`config.mk`:
```
export PLATFORM = sky130hd
export DESIGN_NAME = ps2_key_event_controller
export DESIGN_NICKNAME = d
export VERILOG_FILES = /design/src/rtl/ps2_pkg.sv /design/src/rtl/ps2_line_sync.sv /design/src/rtl/ps2_key_event_controller.sv
export SDC_FILE = /design/constraint.sdc
export NUM_CORES = 1
export LEC_CHECK = 0
export CAP_MARGIN = 25
export CORE_MARGIN = 2
export CORE_UTILIZATION = 37
export CTS_BUF_LIST = sky130_fd_sc_hd__clkbuf_8
export DETAILED_ROUTE_END_ITERATION = 8
export HOLD_SLACK_MARGIN = 0.1
export SYNTH_ARGS = -nofsm -noshare
export SYNTH_HDL_FRONTEND = slang
export SYNTH_HIERARCHICAL = 1
export SYNTH_SLANG_ARGS = --single-unit
```
`constraint.sdc`:
```
create_clock -name clk -period 2.4 [get_ports clk]
set_clock_uncertainty 0.1 [all_clocks]
set_input_delay 0.48 -clock clk [delete_from_list [all_inputs] [get_ports clk]]
set_output_delay 0.48 -clock clk [all_outputs]
set_load 0.05 [all_outputs]
```
`src/rtl/ps2_pkg.sv`:
```
// rtl/ps2_pkg.sv - shared encodings and event layout for the PS/2 key event controller
package ps2_pkg;

  // Framing FSM state encoding
  localparam logic [1:0] ST_IDLE   = 2'd0;
  localparam logic [1:0] ST_DATA   = 2'd1;
  localparam logic [1:0] ST_PARITY = 2'd2;
  localparam logic [1:0] ST_STOP   = 2'd3;

  // Scancode prefixes folded into the following key event
  localparam logic [7:0] PS2_EXT = 8'hE0;
  localparam logic [7:0] PS2_BRK = 8'hF0;

  // Event word width: {ext, brk, code}
  localparam int EVT_W = 10;

  typedef struct packed {
    logic       ext;
    logic       brk;
    logic [7:0] code;
  } ps2_evt_t;

  // PS/2 uses odd parity over the data byte plus the parity bit
  function automatic logic odd_parity_ok(input logic [7:0] b, input logic p);
    return ^{b, p};
  endfunction

endpackage

```
`src/rtl/ps2_line_sync.sv`:
```
// rtl/ps2_line_sync.sv - synchronizers for ps2_clk/ps2_data and ps2_clk falling-edge detect
module ps2_line_sync #(
  parameter int SYNC_STAGES = 2
) (
  input  logic clk,
  input  logic rst_n,
  input  logic ps2_clk,
  input  logic ps2_data,
  output logic data_s,
  output logic fall
);

  logic [SYNC_STAGES-1:0] r_clk_sync;
  logic [SYNC_STAGES-1:0] r_data_sync;
  logic                   r_clk_prev;

  // Shift both raw lines through their synchronizer chains; idle lines are high
  always_ff @(posedge clk or negedge rst_n) begin
    if (!rst_n) begin
      r_clk_sync  <= '1;
      r_data_sync <= '1;
      r_clk_prev  <= 1'b1;
    end else begin
      r_clk_sync[0]  <= ps2_clk;
      r_data_sync[0] <= ps2_data;
      for (int i = 1; i < SYNC_STAGES; i++) begin
        r_clk_sync[i]  <= r_clk_sync[i-1];
        r_data_sync[i] <= r_data_sync[i-1];
      end
      r_clk_prev <= r_clk_sync[SYNC_STAGES-1];
    end
  end

  // Data and clock chains have equal depth, so data_s lines up with fall
  assign data_s = r_data_sync[SYNC_STAGES-1];
  assign fall   = r_clk_prev & ~r_clk_sync[SYNC_STAGES-1];

endmodule

```
`src/rtl/ps2_key_event_controller.sv`:
```
// rtl/ps2_key_event_controller.sv - PS/2 framing, E0/F0 prefix folding and event FIFO
module ps2_key_event_controller
  import ps2_pkg::*;
#(
  parameter int FIFO_DEPTH     = 4,
  parameter int TIMEOUT_CYCLES = 50000,
  parameter int SYNC_STAGES    = 2
) (
  input  logic       clk,
  input  logic       rst_n,
  input  logic       ps2_clk,
  input  logic       ps2_data,
  output logic [7:0] evt_data,
  output logic       evt_ext,
  output logic       evt_break,
  output logic       evt_valid,
  input  logic       evt_ready,
  output logic [7:0] led,
  output logic       frame_err,
  output logic       overflow
);

  localparam int PTR_W = (FIFO_DEPTH > 1) ? $clog2(FIFO_DEPTH) : 1;
  localparam int CNT_W = $clog2(FIFO_DEPTH) + 1;
  localparam int TO_W  = $clog2(TIMEOUT_CYCLES + 1);

  logic             w_data_s;
  logic             w_fall;

  logic [1:0]       r_state;
  logic [2:0]       r_bit_cnt;
  logic [7:0]       r_shift;
  logic             r_parity;
  logic [TO_W-1:0]  r_to_cnt;
  logic             r_ext_pend;
  logic             r_brk_pend;
  logic             r_frame_err;
  logic             r_push;
  logic [EVT_W-1:0] r_push_evt;

  ps2_evt_t         r_mem [FIFO_DEPTH];
  logic [PTR_W-1:0] r_wr_ptr;
  logic [PTR_W-1:0] r_rd_ptr;
  logic [CNT_W-1:0] r_count;
  logic [7:0]       r_led;
  logic             r_overflow;

  logic             w_full;
  logic             w_pop;
  logic             w_push_ok;
  ps2_evt_t         w_push_evt;
  ps2_evt_t         w_head;

  ps2_line_sync #(
    .SYNC_STAGES (SYNC_STAGES)
  ) u_line_sync (
    .clk      (clk),
    .rst_n    (rst_n),
    .ps2_clk  (ps2_clk),
    .ps2_data (ps2_data),
    .data_s   (w_data_s),
    .fall     (w_fall)
  );

  // Frame the 11-bit packet, watch for stalls and fold prefixes into one event
  always_ff @(posedge clk or negedge rst_n) begin
    if (!rst_n) begin
      r_state     <= ST_IDLE;
      r_bit_cnt   <= '0;
      r_shift     <= '0;
      r_parity    <= 1'b0;
      r_to_cnt    <= '0;
      r_ext_pend  <= 1'b0;
      r_brk_pend  <= 1'b0;
      r_frame_err <= 1'b0;
      r_push      <= 1'b0;
      r_push_evt  <= '0;
    end else begin
      r_frame_err <= 1'b0;
      r_push      <= 1'b0;
      if (r_state == ST_IDLE) begin
        r_to_cnt <= '0;
        if (w_fall) begin
          if (!w_data_s) begin
            r_state   <= ST_DATA;
            r_bit_cnt <= '0;
          end else begin
            r_frame_err <= 1'b1;
          end
        end
      end else if (w_fall) begin
        r_to_cnt <= '0;
        case (r_state)
          ST_DATA: begin
            r_shift <= {w_data_s, r_shift[7:1]};
            if (r_bit_cnt == 3'd7) begin
              r_state <= ST_PARITY;
            end else begin
              r_bit_cnt <= r_bit_cnt + 3'd1;
            end
          end
          ST_PARITY: begin
            r_parity <= w_data_s;
            r_state  <= ST_STOP;
          end
          default: begin
            r_state <= ST_IDLE;
            if (w_data_s && odd_parity_ok(r_shift, r_parity)) begin
              if (r_shift == PS2_EXT) begin
                r_ext_pend <= 1'b1;
              end else if (r_shift == PS2_BRK) begin
                r_brk_pend <= 1'b1;
              end else begin
                r_push     <= 1'b1;
                r_push_evt <= {r_ext_pend, r_brk_pend, r_shift};
                r_ext_pend <= 1'b0;
                r_brk_pend <= 1'b0;
              end
            end else begin
              r_frame_err <= 1'b1;
              r_ext_pend  <= 1'b0;
              r_brk_pend  <= 1'b0;
            end
          end
        endcase
      end else if (r_to_cnt == TO_W'(TIMEOUT_CYCLES - 1)) begin
        // Keyboard stopped clocking mid-frame: abandon it and any pending prefix
        r_state     <= ST_IDLE;
        r_to_cnt    <= '0;
        r_frame_err <= 1'b1;
        r_ext_pend  <= 1'b0;
        r_brk_pend  <= 1'b0;
      end else begin
        r_to_cnt <= r_to_cnt + 1'b1;
      end
    end
  end

  assign w_full     = (r_count == CNT_W'(FIFO_DEPTH));
  assign evt_valid  = (r_count != '0);
  assign w_pop      = evt_valid & evt_ready;
  // A pop in the same cycle frees the slot the push needs
  assign w_push_ok  = r_push & (~w_full | w_pop);
  assign w_push_evt = ps2_evt_t'(r_push_evt);
  assign w_head     = r_mem[r_rd_ptr];

  // Event FIFO storage, pointers, occupancy, debug LED and overflow pulse
  always_ff @(posedge clk or negedge rst_n) begin
    if (!rst_n) begin
      for (int i = 0; i < FIFO_DEPTH; i++) begin
        r_mem[i] <= '0;
      end
      r_wr_ptr   <= '0;
      r_rd_ptr   <= '0;
      r_count    <= '0;
      r_led      <= 8'h01;
      r_overflow <= 1'b0;
    end else begin
      r_overflow <= r_push & w_full & ~w_pop;
      if (w_push_ok) begin
        r_mem[r_wr_ptr] <= w_push_evt;
        r_wr_ptr        <= r_wr_ptr + 1'b1;
        if (!w_push_evt.brk) begin
          r_led <= w_push_evt.code;
        end
      end
      if (w_pop) begin
        r_rd_ptr <= r_rd_ptr + 1'b1;
      end
      if (w_push_ok && !w_pop) begin
        r_count <= r_count + 1'b1;
      end else if (!w_push_ok && w_pop) begin
        r_count <= r_count - 1'b1;
      end
    end
  end

  assign evt_data  = w_head.code;
  assign evt_ext   = w_head.ext;
  assign evt_break = w_head.brk;
  assign led       = r_led;
  assign frame_err = r_frame_err;
  assign overflow  = r_overflow;

endmodule

```
==> Word-level counts from Yosys, hierarchy flattened <==
Index checks and enable logic that the tools add are counted.
{ "word_totals": {"reg_bits": 105, "output_inout_bits": 21, "word_cells": 138} }
{ "classes": {"add_sub_neg": 6, "order_cmp": 3, "n_eq_ne": 14, "muxes": 48, "bitwise_logic": 16, "n_reduce_logical": 21} }
{ "ops": {"columns": ["operator", "n"], "rows": [
  ["$mux 16", 3],
  ["$bwmux 40", 1],
  ["$mux 10", 3],
  ["$mux 1", 24],
  ["$mux 3", 8],
  ["$bmux 10 s2", 1],
  ["$demux 10 s2", 1],
  ["$add 16x1->16 const B", 1],
  ["$eq 16x16->1 const B", 1],
  ["$eq 8x8->1 const B", 2],
  ["$reduce_and 4->1", 4],
  ["$mux 2", 6],
  ["$reduce_xor 9->1", 1],
  ["$ne 4x4->1 const B", 2],
  ["$not 1->1", 8],
  ["$add 3x1->3 const B", 2],
  ["$eq 3x3->1 const B", 2],
  ["$ge 3x3->1 const B", 2],
  ["$ne 2x2->1 const B", 3],
  ["$not 2->3", 2],
  ["$reduce_and 3->1", 2],
  ["$reduce_and 6->1", 1],
  ["$reduce_bool 2->1", 3],
  ["$and 1x1->1", 5],
  ["other kinds (15)", 20]
]} }

==> Logic depth before layout (Yosys ltp) <==
Gate-level depths: netlist (run 1).
{ "logic_depth": {"word_depth": 8, "ltp_mapped": 9, "depth_no_buf": 8} }

==> Hierarchy <==
Netlist (run 1), hierarchy kept.
{ "modules_own_cells": {"columns": ["module", "n_inst", "cells_per_inst", "area_per_inst_um2"], "rows": [
  ["ps2_key_event_controller", 1, 345, 4548.1],
  ["ps2_line_sync", 1, 6, 145.1]
]} }

==> Least setup slack after synthesis (run 1) <==
No wires, ideal clock.
{ "synth_path": {"path_type": "register -> register", "start": "reg r_count[0]", "end": "reg r_count[2]", "t_arrival_ps": 2202, "slack_ps": 19, "path_stages_with_launch": 9, "n_path_buf": 0, "synth_period_minus_slack_ps": 2381, "path_cell_list": "dfrtp_1 -> or3_1 -> nand2_1 -> ha_1 -> inv_1 -> fa_1 -> xor2_1 -> nor2_1 -> xor2_1"} }
{ "synth_between": {"elab_chain_len": 7, "elab_cells_between_ends": 15} }
{ "synth_rtl": {"columns": ["element", "line", "rtl"], "rows": [
  ["from (decl)", "ps2_key_event_controller.sv:44", "logic [CNT_W-1:0] r_count;"],
  ["from (signal assigned)", "ps2_key_event_controller.sv:171", "r_count <= r_count + 1'b1;"],
  ["from (signal assigned)", "ps2_key_event_controller.sv:173", "r_count <= r_count - 1'b1;"],
  ["$reduce_bool 3->1 (*)", "ps2_key_event_controller.sv:140", "assign evt_valid = (r_count != '0);"],
  ["via evt_valid", "ps2_key_event_controller.sv:16", "output logic evt_valid,"],
  ["$and 1x1->1 (*)", "ps2_key_event_controller.sv:141", "assign w_pop = evt_valid & evt_ready;"],
  ["$or 1x1->1", "ps2_key_event_controller.sv:143", "assign w_push_ok = r_push & (~w_full | w_pop);"],
  ["$and 1x1->1", "ps2_key_event_controller.sv:143", null],
  ["$logic_not 1->1", "ps2_key_event_controller.sv:172", "end else if (!w_push_ok && w_pop) begin"],
  ["$logic_and 1x1->1", "ps2_key_event_controller.sv:172", null],
  ["$reduce_bool 2->1 (no line)", null, null]
]} }
The timed path passes the listed nets; every way through them passes the cells marked *. The select of a mux whose other input is x is not followed.
A chain may end at the register's enable or synchronous reset.

==> Final worst setup path (run 1) <==
{ "layout_path": {"start": "reg r_rd_ptr[0]", "end": "out evt_ext"} }
{ "layout_between": {"elab_chain_len": 4} }
{ "layout_rtl": {"columns": ["element", "line", "rtl"], "rows": [
  ["from (decl)", "ps2_key_event_controller.sv:43", "logic [PTR_W-1:0] r_rd_ptr;"],
  ["from (signal assigned)", "ps2_key_event_controller.sv:168", "r_rd_ptr <= r_rd_ptr + 1'b1;"],
  ["$not 2->3 (implied by the code)", "ps2_key_event_controller.sv:145", "assign w_head = r_mem[r_rd_ptr];"],
  ["$bmux 10 s2", "ps2_key_event_controller.sv:145", null],
  ["$mux 10 (implied by the code) (2 in series)", "ps2_key_event_controller.sv:145", null],
  ["to (decl)", "ps2_key_event_controller.sv:14", "output logic evt_ext,"]
]} }
No other way between the ends. The select of a mux whose other input is x is not followed.

==> metrics.md, run 1 <==
| Metric | Value |
|---|---|
| Clock sink total | `105` |
| Grt total ovfl | `0` |
| Final Cycle Share | `96.2%` |
| FFs w/ async S/R, synth | `100%` |
| Crit path max fanout | `10` |
| Initial DRC Count | `110` |
| CTS Buf Count | `9` |
| Gpl congestion | `0.780` |
| Clock Latency Late Sink | `0.37 ns` |
| Critical path required time | `1.82 ns` |
| Post-synthesis average cell area | `13.4 µm²` |
| Vias in the first global route | `2,753` |
| WP data arrival | `1.73 ns` |
| Total wire length | `8080 µm` |
| EDFF count, synth | `0` |
| Detailed Routing Iterations Pass 1 | `4` |
| Share of the synthesized area in the top cell type | `52.8%` |
| CTS clk-pin slew, worst paths | `0.09 ns` |
| Max cap viols | `0` |
| Max-slew violation count | `0` |
| Post-Place Setup Slack | `-0.114 ns` |
| Final instance area | `5470 µm²` |
| Die Y-Extent | `117 µm` |
| Final hold violations | `0` |
| Layout fillers | `1,166` |
| Period minus WS final | `2.31 ns` |
| Share of cells above drive strength 1 | `32.0%` |
| Setup WS post-layout | `0.0905 ns` |
| WS Path Type | `flop to output pin` |
| Via density | `4.82` |
| Clock Root Buffer | `clkbuf_8` |
| Final core utilization | `43.7%` |
| H-tree levels | `3` |
| Most common cell in the netlist | `dfrtp_1` |
| CP endpoint kind | `output pin` |
| Final nets | `410` |
| Area post-placement | `5270 µm²` |
| Power per standard cell area | `856 nW/µm²` |
| R2R Setup Slk | `0.17 ns` |
| First-pass GRT wire length | `13,500 µm` |
| Startpoint Class | `flop` |
| Syn. warnings | `6` |
| Synth cell types | `45` |
| Static leakage | `2.55 nW` |
| Seq cells post-synth | `105` |
| Leading area contributor after synthesis | `dfrtp_1` |
| # port buffers | `25` |
| Area Growth Syn to Fin | `16.6%` |
| IO Count | `26` |
| Post-synth top cells | `dfrtp_1, mux2_2, nor2_1, nand2_1, xnor2_1` |
| Largest net degree at the start of global routing | `45` |
| Hold Path Class | `flop to flop` |
| FF/Latch Area | `2640 µm²` |
| Seq/Total Area, Yosys | `56.1%` |
| Footprint of the multi-input gates | `1950 µm²` |
| CTS max path bufs | `2` |
| HPWL after DPL | `5610 µm` |
| Syn nets | `369` |
| Cell Area, Synth | `4690 µm²` |
| Starting Density | `37.5%` |
| Antenna diodes | `0` |
| Top cells by area, synth | `dfrtp_1, mux2_2, mux4_2` |
| Peak VDD IR | `0.357 mV` |
| Initial antenna violation count | `0` |
| Worst Max-Slew Pin Slew | `0.599 ns` |
| Worst relative slew slack | `60.1%` |
| Overall routing resource usage | `12.9%` |
| Syn Inst Count | `351` |
| Highest Clock Rate | `433 MHz` |
| Detail Route Antenna Nets | `0` |
| Die Area | `13,600 µm²` |
| Core Area | `12,500 µm²` |
| Row count | `41` |
| Setup violations, final | `0` |
| TritonCTS clock tree | `built` |
| Wire per inst | `14.2 µm` |
| Via Count | `2,741` |
| Die X | `117 µm` |
| Status | `complete, no violations` |
| Dominant synthesized flop cell | `dfrtp_1` |
| Remaining DRCs | `0` |
[state kept, by name, summed over array words and instances, names as in the netlist, 3 cells and up]
register	flops
r_mem	40
r_to_cnt	16
r_push_evt	10
led	8
r_shift	8
r_bit_cnt	3
r_count	3
[final cells by class]
type	count	share of cell area (%)
well taps	172	3.93
repair buffers	43	8.07
inverters	10	0.686
clock buffers	11	2.77
flip-flops and latches	105	48.1
clock inverters	5	0.731
multi-input cells	223	35.7
[path summary, 6_finish.rpt]
check	from	to	depth (start not counted)
hold reg to reg	u_line_sync/r_clk_sync[0]$_DFF_PN1_	u_line_sync/r_clk_sync[1]$_DFF_PN1_	0
hold / removal	u_line_sync/r_clk_sync[0]$_DFF_PN1_	u_line_sync/r_clk_sync[1]$_DFF_PN1_	0
max in group asynchronous	rst_n	u_line_sync/r_data_sync[0]$_DFF_PN1_	3
min in group asynchronous	rst_n	r_wr_ptr[0]$_DFFE_PN0P_	2
setup reg to reg	r_shift[2]$_DFFE_PN0P_	r_push_evt[8]$_DFFE_PN0P_	6
setup / recovery	r_rd_ptr[0]$_DFFE_PN0P_	evt_ext	3
[logic make-up (layout without fill, tap and decap cells)]
group | Yosys count | after routing | share of synthesized area, %
mux | 74 | 74 | 20.1
fa+ha+maj | 13 | 13 | 3.63
flops | 105 | 105 | 56.1
compound gates | 23 | 23 | 3.25
buf+inv | 23 | 69 | 2.24
xor+xnor | 27 | 27 | 5.49
simple gates | 86 | 86 | 9.14
[per-stage QoR]
| step | setup TNS, ns | total power, mW | std cells | hold slack, ns |
|---|---|---|---|---|
| global placement | -0.0598 | 3.66 | 552 | 0.247 |
| detailed placement | -0.137 | 3.70 | 552 | 0.247 |
| global route | -0.00303 | 5.01 | 569 | 0.262 |
| CTS | 0 | 4.75 | 569 | 0.261 |
| finish | 0 | 4.68 | 569 | 0.261 |
| floorplan | 0 | 3.28 | 351 | 0.0844 |
[critical path, cell delays in order (launching register included)]
cell     delay [ns]
dfrtp_1        0.43
buf_8          0.20
mux4_2         0.53
buf_4          0.21
[per-layer routing]
| metal | GRT usage, % | wire [µm] | vias up |
|---|---|---|---|
| met2 | 22.2 | 4010 | 26 |
| met1 | 16.1 | 3740 | 1391 |
| met3 | 3.48 | 229 | 10 |
| met5 | 0 | 0 | - |
| li1 | - | - | 1314 |
| met4 | 3.69 | 97 | 0 |
[timing repair]
item / 4_1_cts / 5_1_grt
hold endpoints to repair: 27 / 0
buffers inserted: 0 / 0
hold buffers: 1 / 0
resized for setup: 2 / 1
endpoints found under the setup margin: 5 / 3
pin swaps: 0 / 0
[cell usage in the layout (no fill, tap or decap), types with 2 or more instances in the layout]
cell type and instances:
or3_1 2, nor4_1 2, clkdlybuf4s50_1 13, nand2_1 22
nand2b_1 2, and2_1 2, nor2b_1 2, nand3_1 9
inv_1 10, xor2_1 10, ha_1 12, nand4_1 4
mux2_2 62, nor2_1 27, dfstp_2 6, clkinvlp_4 3
buf_4 21, and3_1 4, clkbuf_8 11, xnor2_1 15
o21ai_0 10, a22oi_1 3, buf_12 6, nor3_1 3
nor4b_1 2, mux2i_1 2, mux4_2 10, dfrtp_1 99
clkinv_4 2
[report_power, final]
part / internal (mW) / switching [mW]
sequential: 2.01 / 0.252
combinational: 0.682 / 0.708
clock: 0.437 / 0.597
Note: power is estimated with default switching activity, not from simulation.
==> run 2, diff against run 1 <==
Settings changed: CAP_MARGIN 25 to 20, CORE_MARGIN 2 to not set.
==> metrics.md, run 2 (same netlist as run 1, synthesis figures left out) <==
| Metric | Value |
|---|---|
| WS Path Type | `flop to output pin` |
| Static leakage | `2.55 nW` |
| Row count | `40` |
| Setup TNS | `0 ns` |
| Final instance area | `5450 µm²` |
| Peak VDD IR | `0.459 mV` |
| CTS Buf Count | `9` |
| HPWL after DPL | `5730 µm` |
| Setup WS post-layout | `0.0866 ns` |
| Startpoint Class | `flop` |
| Share of cells above drive strength 1 | `31.8%` |
| Detail Route Antenna Nets | `0` |
| Overall routing resource usage | `13.9%` |
| IO Count | `26` |
| Wire per inst | `14.5 µm` |
| CP Cell Sequence | `clkdlybuf4s50_1` |
| Reg with most FFs | `r_mem` |
| Via density | `4.89` |
| Hold Path Class | `flop to flop` |
| CP endpoint kind | `output pin` |
| Critical path's slowest cell | `clkdlybuf4s50_1` |
| Worst stage delay on the critical path | `0.80 ns` |
| HP Start | `u_line_sync/r_clk_sync[0]$_DFF_PN1_` |
| Clock sink total | `105` |
| Initial antenna violation count | `0` |
| Detailed Routing Iterations Pass 1 | `4` |
| Vias in the first global route | `2,842` |
| Area Growth Syn to Fin | `16.1%` |
| Grt total ovfl | `0` |
| Total power | `4.71 mW` |
| Status | `complete, no violations` |
| # port buffers | `25` |
| Reg2reg start | `r_shift[2]$_DFFE_PN0P_` |
| Regs by FF count | `r_mem (40), r_to_cnt (16), r_push_evt (10)` |
| Total wire length | `8210 µm` |
| Period minus WS final | `2.31 ns` |
| Die Y-Extent | `115 µm` |
| Commonest non-fill, non-tap cell in the layout | `dfrtp_1` |
| Clock Root Buffer | `clkbuf_8` |
| Final core utilization | `44.6%` |
| TritonCTS clock tree | `built` |
| Remaining DRCs | `0` |
| Max cap viols | `0` |
| CTS max path bufs | `2` |
| Initial DRC Count | `121` |
| Largest net degree at the start of global routing | `42` |
| Final Cycle Share | `96.4%` |
| Area post-placement | `5240 µm²` |
| Die Area | `13,100 µm²` |
| CTS clk-pin slew, worst paths | `0.10 ns` |
| Highest Clock Rate | `432 MHz` |
| Worst Max-Slew Pin Slew | `0.681 ns` |
| Crit path max fanout | `2` |
| Core Area | `12,200 µm²` |
| Starting Density | `38.4%` |
| Critical path required time | `1.82 ns` |
| Post-CTS Setup Inserts | `0` |
| First-pass GRT wire length | `13,800 µm` |
| Setup violations, final | `0` |
| CP top delay family | `buffers and inverters` |
| RSZ-0062 raised after global routing | `false` |
| Most frequent cells in the layout | `dfrtp_1, mux2_2, nor2_1, nand2_1, buf_4` |
| H-tree levels | `3` |
| Final nets | `409` |
| Final hold violations | `0` |
| Buffer and inverter count on the worst path | `1` |
| WP data arrival | `1.73 ns` |
| Die X | `115 µm` |
| Clock Latency Late Sink | `0.38 ns` |
| Post-Place Setup Slack | `-0.176 ns` |
| Antenna diodes | `0` |
| Max reg flops | `40` |
| Via Count | `2,756` |
| Worst relative slew slack | `54.5%` |
| Setup crit start | `led[0]$_DFFE_PN1P_` |
| Power per standard cell area | `864 nW/µm²` |
| Max-slew violation count | `0` |
| Gpl congestion | `0.757` |
==> run 2: where the power goes <==
group          internal [mW]  total [mW]  switching (mW)
clock                  0.408        1.07           0.663
combinational          0.669        1.39           0.719
sequential              2.01        2.25           0.242
==> run 2: path summary, 6_finish.rpt <==
check                      slack [ns]                                  end  cells past startpoint
setup / recovery                 0.09                               led[0]                      1
hold / removal                   0.26  u_line_sync/r_clk_sync[1]$_DFF_PN1_                      0
setup reg to reg                 0.14            r_push_evt[5]$_DFFE_PN0P_                      6
hold reg to reg                  0.26  u_line_sync/r_clk_sync[1]$_DFF_PN1_                      0
max in group asynchronous        1.16                   led[0]$_DFFE_PN1P_                      3
min in group asynchronous        0.41              r_rd_ptr[0]$_DFFE_PN0P_                      2
==> run 2: routing by layer <==
layer | part of all wire [%] | track usage (%)
met1 | 46 | 17.3
met2 | 50 | 23.2
met3 | 3.2 | 4.18
met4 | 0.93 | 4.24
met5 | 0 | 0
==> run 2: cell type report <==
cell class	instances	area [µm²]
multi-input combinational	223	1950
clock inverter	7	70.1
timing repair buffer	42	418
clock buffer	9	124
sequential	105	2640
fill	1185	6760
inverter	10	37.5
tap	168	210
==> run 2: timing repair <==
| item | in CTS | in global routing |
|---|---|---|
| endpoints found under the hold margin | 18 | 0 |
| gates cloned | 0 | 0 |
| setup endpoints to repair | 1 | 2 |
| gates resized for setup | 1 | 1 |
| hold buffers | 1 | 0 |
==> run 2: per-stage QoR <==
| step | instances | hold slack, ns |
|---|---|---|
| after detailed placement | 547 | 0.247 |
| final | 564 | 0.260 |
| after global routing | 564 | 0.264 |
| after CTS | 564 | 0.261 |
| after floorplan | 351 | 0.0844 |
| after global placement | 547 | 0.246 |
==> run 3, diff against run 2 <==
Settings changed: CORE_UTILIZATION 37 to 45.
==> metrics.md, run 3 (same netlist as run 1, synthesis figures left out) <==
| Metric | Value |
|---|---|
| Gpl congestion | `0.752` |
| Crit path max fanout | `2` |
| Regs by FF count | `r_mem (40), r_to_cnt (16), r_push_evt (10)` |
| Die Area | `10,800 µm²` |
| Hold Path Class | `flop to flop` |
| Worst Max-Slew Pin Slew | `0.676 ns` |
| Commonest non-fill, non-tap cell in the layout | `dfrtp_1` |
| RSZ-0062 raised after global routing | `false` |
| CTS clk-pin slew, worst paths | `0.10 ns` |
| Reg2reg start | `r_shift[6]$_DFFE_PN0P_` |
| Clock Root Buffer | `clkbuf_8` |
| WS Path Type | `flop to output pin` |
| Highest Clock Rate | `434 MHz` |
| Reg2Reg Depth | `6` |
| HP Start | `u_line_sync/r_clk_sync[0]$_DFF_PN1_` |
| Status | `complete, no violations` |
| Max-slew violation count | `0` |
| Initial DRC Count | `76` |
| CTS max path bufs | `2` |
| HPWL after DPL | `5620 µm` |
| Max reg flops | `40` |
| Worst r2r dst | `r_push_evt[8]$_DFFE_PN0P_` |
| Core Area | `9950 µm²` |
| Power per standard cell area | `857 nW/µm²` |
| Period minus WS final | `2.30 ns` |
| Largest net degree at the start of global routing | `106` |
| Worst stage delay on the critical path | `0.80 ns` |
| Max cap viols | `0` |
| First-pass GRT wire length | `14,000 µm` |
| Setup violations, final | `0` |
| Vias in the first global route | `2,774` |
| Via Count | `2,736` |
| Detailed Routing Iterations Pass 1 | `4` |
| Footprint of the multi-input gates | `1950 µm²` |
| Area Growth Syn to Fin | `14.2%` |
| Placed Cells | `513` |
| H-tree levels | `3` |
| FF/Latch Area | `2640 µm²` |
| WP data arrival | `1.72 ns` |
| Static leakage | `2.53 nW` |
| Final core utilization | `53.8%` |
| CTS Buf Count | `9` |
| Critical path's slowest cell | `clkdlybuf4s50_1` |
| Final Cycle Share | `96.0%` |
| Clock Latency Late Sink | `0.37 ns` |
| Grt total ovfl | `0` |
| Overall routing resource usage | `16.6%` |
| Final hold violations | `0` |
| Wire per inst | `15.0 µm` |
| Buffer and inverter count on the worst path | `1` |
| Die Y-Extent | `104 µm` |
| IO Count | `26` |
| Peak VDD IR | `0.742 mV` |
| Final instance area | `5360 µm²` |
| Post-Place Setup Slack | `-0.160 ns` |
| Row count | `36` |
| Post-CTS Setup Inserts | `0` |
| Clock sink total | `105` |
| Critical path required time | `1.82 ns` |
| Via density | `5.16` |
| # port buffers | `25` |
| TritonCTS clock tree | `built` |
| CP top delay family | `buffers and inverters` |
| Worst relative slew slack | `54.9%` |
| Detail Route Antenna Nets | `0` |
| Initial antenna violation count | `0` |
| Most frequent cells in the layout | `dfrtp_1, mux2_2, nor2_1, buf_4, nand2_1` |
| CP endpoint kind | `output pin` |
| Die X | `104 µm` |
| Share of cells above drive strength 1 | `32.0%` |
| Startpoint Class | `flop` |
| Endpoint, Worst Hold | `u_line_sync/r_clk_sync[1]$_DFF_PN1_` |
| Antenna diodes | `0` |
| CP Cell Sequence | `clkdlybuf4s50_1` |
| Area post-placement | `5180 µm²` |
| Starting Density | `47.1%` |
| WHS Path Cells | `0` |
| Remaining DRCs | `0` |
| R2R Setup Slk | `0.14 ns` |
| Final Non-Filler Cells | `530` |
| Setup WS post-layout | `0.0950 ns` |
| Layout fillers | `855` |
| Reg with most FFs | `r_mem` |
| Final nets | `410` |
| Total wire length | `7970 µm` |
run 3: changes by cell type in the layout (fill, tap and decap cells not counted):
| cell | delta |
|---|---|
| buf_6 | -1 |
| inv_8 | -2 |
| clkinv_2 | +3 |
| clkinv_4 | -1 |
| clkinv_8 | -1 |
| buf_4 | +4 |
| buf_12 | -2 |
| clkinvlp_4 | +1 |
run 3: cell type report:
class,count,area share [%]
clock buffer,9,2.31
timing repair buffer,43,7.40
sequential,105,49.2
tap,133,3.11
clock inverter,7,0.841
inverter,10,0.701
multi-input combinational,223,36.5
run 3: worst max-delay path by stage:
stage	to	slack, ns	depth (start not counted)	startpoint
floorplan	r_count[2]$_DFFE_PN0P_	0.02	8	r_count[0]$_DFFE_PN0P_
global placement	led[5]$_DFFE_PN0P_	-0.13	6	evt_ready
detailed placement	r_count[1]$_DFFE_PN0P_	-0.16	7	evt_ready
CTS	led[0]	0.07	1	led[0]$_DFFE_PN1P_
global route	evt_data[7]	0.01	3	r_rd_ptr[0]$_DFFE_PN0P_
finish	led[0]	0.1	1	led[0]$_DFFE_PN1P_
run 3: through the flow:
stage,TNS [ns],hold slack [ns],total power [mW]
after floorplan,0,0.0844,3.28
after global placement,-4.67,0.246,3.65
after detailed placement,-5.34,0.247,3.69
after CTS,0,0.261,4.68
after global routing,0,0.267,4.92
final,0,0.260,4.59
run 3: report_power, final:
group	internal [mW]	switching [mW]	total (mW)	leakage [nW]
sequential	2.01	0.236	2.24	1.40
clock	0.377	0.592	0.969	0.0896
combinational	0.661	0.718	1.38	1.04
run 3: layer usage:
metal | GRT usage [%] | wire length [µm] | part of all wire (%)
met2 | 26.2 | 3940 | 49
met1 | 22.0 | 3700 | 46
met3 | 4.82 | 254 | 3.2
met5 | 0 | 0 | 0
met4 | 5.20 | 80 | 1.0
run 3: repair_timing:
item                                   4_1_cts  5_1_grt
endpoints found under the hold margin       71        0
cloned                                       0        0
gates resized for setup                      1        0
pin swaps                                    0        1
hold buffers                                 1        0
setup endpoints to repair                    1        2
run 3: worst reg2reg max path, delay by kind of cell (launching register included):
family                    cells  cell delay, ns
and+or+nand+nor               1            0.21
muxes                         1            0.36
buffers and inverters         1            0.20
DFF                           1            0.40
xor gates and xnor gates      3            0.88
